--- config.mk ---
export PLATFORM = sky130hd
export DESIGN_NAME = can_wb_master_arb
export DESIGN_NICKNAME = d
export VERILOG_FILES = /design/src/rtl/can_wb_master_arb.sv
export SDC_FILE = /design/constraint.sdc
export NUM_CORES = 1
export LEC_CHECK = 0
export CORE_MARGIN = 2
export CORE_UTILIZATION = 37
export CTS_CLUSTER_DIAMETER = 60
export DETAILED_ROUTE_END_ITERATION = 6
export PLACE_DENSITY = 0.81
export SETUP_SLACK_MARGIN = 0.2
export SLEW_MARGIN = 20
export SYNTH_ARGS = -nofsm -noshare
export SYNTH_HDL_FRONTEND = slang
export SYNTH_SLANG_ARGS = --single-unit
--- constraint.sdc ---
create_clock -name wb_clk_i -period 3.7 [get_ports wb_clk_i]
set_input_delay 0.74 -clock wb_clk_i [delete_from_list [all_inputs] [get_ports wb_clk_i]]
set_output_delay 0.74 -clock wb_clk_i [all_outputs]
set_load 0.02 [all_outputs]
--- src/rtl/can_wb_master_arb.sv ---
// Round-robin arbiter and single-access Wishbone master that shares the CAN
// controller's register port among NREQ requesters, with a per-access ack timeout.
module can_wb_master_arb #(
    parameter int NREQ    = 2,
    parameter int AW      = 8,
    parameter int DW      = 8,
    parameter int TIMEOUT = 1000
) (
    input  logic               wb_clk_i,
    input  logic               wb_rst_i,
    input  logic [NREQ-1:0]    req_i,
    input  logic [NREQ-1:0]    we_i,
    input  logic [NREQ*AW-1:0] adr_i,
    input  logic [NREQ*DW-1:0] dat_i,
    output logic [NREQ-1:0]    done_o,
    output logic [NREQ-1:0]    err_o,
    output logic [DW-1:0]      rdat_o,
    output logic               busy_o,
    output logic [2:0]         gnt_id_o,
    output logic               wb_cyc_o,
    output logic               wb_stb_o,
    output logic               wb_we_o,
    output logic [AW-1:0]      wb_adr_o,
    output logic [DW-1:0]      wb_dat_o,
    input  logic [DW-1:0]      wb_dat_i,
    input  logic               wb_ack_i
);

    localparam int CW = (TIMEOUT > 1) ? $clog2(TIMEOUT) : 1;
    localparam logic [CW-1:0] CNT_LAST = CW'(TIMEOUT - 1);
    localparam logic [2:0]    GNT_LAST = 3'(NREQ - 1);

    typedef enum logic [1:0] {
        ST_IDLE = 2'd0,
        ST_BUS  = 2'd1,
        ST_RESP = 2'd2
    } state_t;

    state_t          state_q, state_d;
    logic [2:0]      ptr_q, ptr_d;
    logic [2:0]      gnt_q, gnt_d;
    logic [CW-1:0]   cnt_q, cnt_d;
    logic [NREQ-1:0] done_q, done_d;
    logic [NREQ-1:0] err_q, err_d;
    logic [DW-1:0]   rdat_q, rdat_d;
    logic            busy_q, busy_d;
    logic            cyc_q, cyc_d;
    logic            we_q, we_d;
    logic [AW-1:0]   adr_q, adr_d;
    logic [DW-1:0]   dat_q, dat_d;

    logic [7:0]      req_pad_s;
    logic [7:0]      we_pad_s;
    logic            pick_valid_s;
    logic [2:0]      pick_idx_s;
    logic [NREQ-1:0] gnt_onehot_s;

    // Zero-padded copies let a 3-bit index select any requester for any NREQ.
    always_comb begin
        req_pad_s = 8'h00;
        we_pad_s  = 8'h00;
        req_pad_s[NREQ-1:0] = req_i;
        we_pad_s[NREQ-1:0]  = we_i;
    end

    always_comb begin
        pick_valid_s = 1'b0;
        pick_idx_s   = 3'd0;
        for (int i = 0; i < NREQ; i++) begin
            logic [3:0] idx;
            idx = {1'b0, ptr_q} + 4'(i);
            if (idx >= 4'(NREQ)) begin
                idx = idx - 4'(NREQ);
            end else begin
                idx = idx;
            end
            if (!pick_valid_s && req_pad_s[idx[2:0]]) begin
                pick_valid_s = 1'b1;
                pick_idx_s   = idx[2:0];
            end else begin
                pick_valid_s = pick_valid_s;
            end
        end
    end

    assign gnt_onehot_s = NREQ'(1'b1) << gnt_q;

    always_ff @(posedge wb_clk_i) begin
        if (wb_rst_i) begin
            state_q <= ST_IDLE;
        end else begin
            state_q <= state_d;
        end
    end

    always_comb begin
        state_d = state_q;
        case (state_q)
            ST_IDLE: begin
                if (pick_valid_s) begin
                    state_d = ST_BUS;
                end else begin
                    state_d = ST_IDLE;
                end
            end
            ST_BUS: begin
                if (wb_ack_i || (cnt_q == CNT_LAST)) begin
                    state_d = ST_RESP;
                end else begin
                    state_d = ST_BUS;
                end
            end
            ST_RESP: state_d = ST_IDLE;
            default: state_d = ST_IDLE;
        endcase
    end

    // Completion pulses are computed on the BUS exit edge so they land in RESP.
    always_comb begin
        ptr_d  = ptr_q;
        gnt_d  = gnt_q;
        cnt_d  = cnt_q;
        done_d = '0;
        err_d  = '0;
        rdat_d = rdat_q;
        busy_d = busy_q;
        cyc_d  = cyc_q;
        we_d   = we_q;
        adr_d  = adr_q;
        dat_d  = dat_q;
        case (state_q)
            ST_IDLE: begin
                if (pick_valid_s) begin
                    gnt_d  = pick_idx_s;
                    we_d   = we_pad_s[pick_idx_s];
                    adr_d  = adr_i[int'(pick_idx_s)*AW +: AW];
                    dat_d  = dat_i[int'(pick_idx_s)*DW +: DW];
                    cyc_d  = 1'b1;
                    cnt_d  = '0;
                    busy_d = 1'b1;
                end else begin
                    busy_d = 1'b0;
                end
            end
            ST_BUS: begin
                if (wb_ack_i) begin
                    if (!we_q) begin
                        rdat_d = wb_dat_i;
                    end else begin
                        rdat_d = rdat_q;
                    end
                    cyc_d  = 1'b0;
                    we_d   = 1'b0;
                    done_d = gnt_onehot_s;
                end else if (cnt_q == CNT_LAST) begin
                    cyc_d  = 1'b0;
                    we_d   = 1'b0;
                    done_d = gnt_onehot_s;
                    err_d  = gnt_onehot_s;
                end else begin
                    cnt_d = cnt_q + CW'(1);
                end
            end
            ST_RESP: begin
                busy_d = 1'b0;
                if (gnt_q >= GNT_LAST) begin
                    ptr_d = 3'd0;
                end else begin
                    ptr_d = gnt_q + 3'd1;
                end
            end
            default: begin
                busy_d = 1'b0;
                cyc_d  = 1'b0;
                we_d   = 1'b0;
            end
        endcase
    end

    always_ff @(posedge wb_clk_i) begin
        if (wb_rst_i) begin
            ptr_q  <= 3'd0;
            gnt_q  <= 3'd0;
            cnt_q  <= '0;
            done_q <= '0;
            err_q  <= '0;
            rdat_q <= '0;
            busy_q <= 1'b0;
            cyc_q  <= 1'b0;
            we_q   <= 1'b0;
            adr_q  <= '0;
            dat_q  <= '0;
        end else begin
            ptr_q  <= ptr_d;
            gnt_q  <= gnt_d;
            cnt_q  <= cnt_d;
            done_q <= done_d;
            err_q  <= err_d;
            rdat_q <= rdat_d;
            busy_q <= busy_d;
            cyc_q  <= cyc_d;
            we_q   <= we_d;
            adr_q  <= adr_d;
            dat_q  <= dat_d;
        end
    end

    assign done_o   = done_q;
    assign err_o    = err_q;
    assign rdat_o   = rdat_q;
    assign busy_o   = busy_q;
    assign gnt_id_o = gnt_q;
    assign wb_cyc_o = cyc_q;
    assign wb_stb_o = cyc_q;
    assign wb_we_o  = we_q;
    assign wb_adr_o = adr_q;
    assign wb_dat_o = dat_q;

endmodule
==> results.ini <==
[setup_path]
arrival_ns=2.80
max_stage_delay_ns=0.51
critPathSlowestCell=clkdlybuf4s50_1
worst-path-max-fanout=32
rr_startpoint=ptr_q[0]
required_ns=3.93
cp_num_buf_inv=2
crit_start=req_i[1]
setup.worst_path.end_class=flip-flop
rr_worst_depth=6
crit_cells=7
crit_chain=clkdlybuf4s50_1, mux2i_1, or2_1, a311oi_4, buf_4, nor2_1, a211oi_1
worstSetupPathType=primary input to flip-flop
cp-start-kind=primary input
critPathTopFamily=buffers and inverters

[logic_synthesis]
ys_async_sr_fraction=0
yosysSeqAreaShare=0.441
synthesis.area_sq_um=2230
synth_flop_cell=dfxtp_1
syn_inst=228
synth_edf_count=0
synth-seq-cells=49
synth_cell_types=41
ys_warn_count=0
synth.net_count=280
avgSynthCellArea_sq_um=9.76

[detailed_routing]
wl_um=4930
drt_iter0_markers=53
post_drt_via_cell_ratio=4.85
wire_per_inst_um=12.8
antenna_left=0
drtPass1Iterations=4
drc_errors=0
via_count=1863

[global_route]
grt_max_degree=33
grt_first_pass_wirelength_um=7800
grtUsageTotal=0.152
first_global_vias=1785
antenna_found_initial=0
overflow=0

[power_and_ir_drop]
clockPowerShare=0.292
p_leak_nw=1.23
p_seq_frac=0.452
p_int_mw=0.942
p_switching_mw=0.373
p_sw_frac=0.284
power_frac_comb=0.256
power_density_nw_per_um2=411
vdd_ir_drop_max_mv=0.293

[final_layout]
antenna_cells=0
nNetsFinal=360
drive_gt1_frac=0.0841
finish.utilization=0.546
finalInstanceArea_sq_um=3200
area_delta_synth_final_pct=43.6

[clock_tree]
h-tree-depth=2
ctsRootBufferMaster=clkbuf_8
clk_latency_ns=0.31
ctsHoldBuffers=0
cts_buffers=5
clockBufferDepth=2
cts.repair.resized=0
cts_setup_buffers=0
path_clk_slew_ns=0.09
cts_tree=built
clock_sinks=49

[floorplan]
dieArea_sq_um=6650
row_count=28
die_y_um=81.6
die_width_um=81.6
start_util=0.380
io_pins=82
placeableCoreArea_sq_um=5850

[outcome]
status=completed

[placed_design]
io_buffers=81
place_area_sq_um=3080
hpwl_um=3820
gp_congestion=0.835

[timing]
hold_viol=0
finalSetupTns_ns=0
max_freq_mhz=388
final_max_slew_viol_count=0
rsz0062_at_grt=no
fin_crit_sh=0.697
skew_ns=0.00432
maxSlewHeadroom=0.435
tightestPinTransition_ns=0.843
fin_crit_ns=2.58
setup_violations=0

[hold_path]
hold_depth=2
hp-class=flip-flop to flip-flop
worstHoldStart=gnt_id_o[2]

[flow_run]
drv_cap=0

[cells in the final DEF, fill, tap and decap left out, drive strengths merged, types with 4 or more instances in the layout]
cell,count
and3,4
ha,5
a21oi,7
clkbuf,5
inv,7
nor2,48
xnor2,4
buf,4
clkdlybuf4s50,81
mux2i,26
nand2,8
a211oi,18
xor2,5
dfxtp,49
[metrics by stage]
step / std cells / setup slack (ns) / hold slack (ns) / total power [mW]
after floorplan: 228 / 1.62 / 0.476 / 0.802
after global placement: 376 / 0.867 / 0.471 / 0.938
after detailed placement: 376 / 0.775 / 0.484 / 0.947
after CTS: 384 / 1.10 / 0.502 / 1.33
after global routing: 384 / 0.974 / 0.527 / 1.38
final: 384 / 1.12 / 0.498 / 1.31
[final timing paths]
| path | end | slack (ns) |
|---|---|---|
| setup / recovery | wb_adr_o[2] | 1.12 |
| hold reg to reg | gnt_id_o[2] | 0.50 |
| setup reg to reg | wb_adr_o[2] | 1.37 |
| hold / removal | gnt_id_o[2] | 0.50 |
[area by class of cell]
cell class              instances  area, sq um
flip-flops and latches         49          981
repair buffers                 85          841
fillers                       530         2650
clock buffers                   5         68.8
clock inverters                 3         43.8
multi-input cells             161         1150
well taps                      75         93.8
inverters                       6         22.5
[worst register-to-register path: cells and delay by family, from the launching register on]
family	cells	cell delay [ns]
adder cells (fa/ha/maj)	1	0.31
flip-flops	1	0.47
AND/OR/NAND/NOR	2	0.33
buffers and inverters	1	0.41
AO/OA/AOI/OAI	2	0.72
[Yosys cell counts, types with 2 or more instances]
master	instances	area share
buf_6	2	0.010
dfxtp_1	49	0.44
xor2_1	5	0.020
nor2_1	48	0.081
mux2_1	3	0.015
mux2i_1	26	0.12
clkbuf_1	3	0.0051
nor4_1	2	0.0056
or3_1	3	0.0084
buf_4	2	0.0067
nand2b_1	3	0.0084
xnor2_1	4	0.016
or2_1	2	0.0056
nor3b_1	2	0.0067
a211oi_1	8	0.027
buf_2	3	0.0067
inv_1	6	0.010
nand3_1	3	0.0067
a211oi_2	10	0.056
nand4_1	3	0.0084
nand2_1	8	0.013
a21oi_1	7	0.016
ha_1	5	0.028
and3_1	4	0.011
[per-layer routing]
layer	routed length (um)	track usage	vias to the layer above
met5	0	0	-
li1	-	-	949
met3	495	0.0505	7
met1	2090	0.174	836
met4	86	0.0559	0
met2	2260	0.263	71
[flip-flops by register name, summed over array words and instances (netlist names)]
name      cells
cnt_q        10
rdat_o        8
wb_adr_o      8
wb_dat_o      8
gnt_id_o      3
ptr_q         3
done_o        2
err_o         2
state_q       2
busy_o        1
wb_cyc_o      1
wb_we_o       1
[power groups by stage]
stage                     Sequential (mW)  Clock, mW  Combinational, mW
after floorplan                     0.649          0              0.153
after global placement              0.606          0              0.332
after detailed placement            0.607          0              0.340
after CTS                           0.594      0.398              0.341
after global routing                0.599      0.417              0.364
final                               0.594      0.384              0.336
[logic make-up after synthesis]
kind of cell | after synthesis | share of synthesized area
compound gates | 31 | 0.124
simple gates | 87 | 0.190
buf+inv | 18 | 0.0495
fa+ha+maj | 5 | 0.0281
xor+xnor | 9 | 0.0354
mux | 29 | 0.132
flops | 49 | 0.441
No activity file was read; power rests on OpenSTA's default activity.
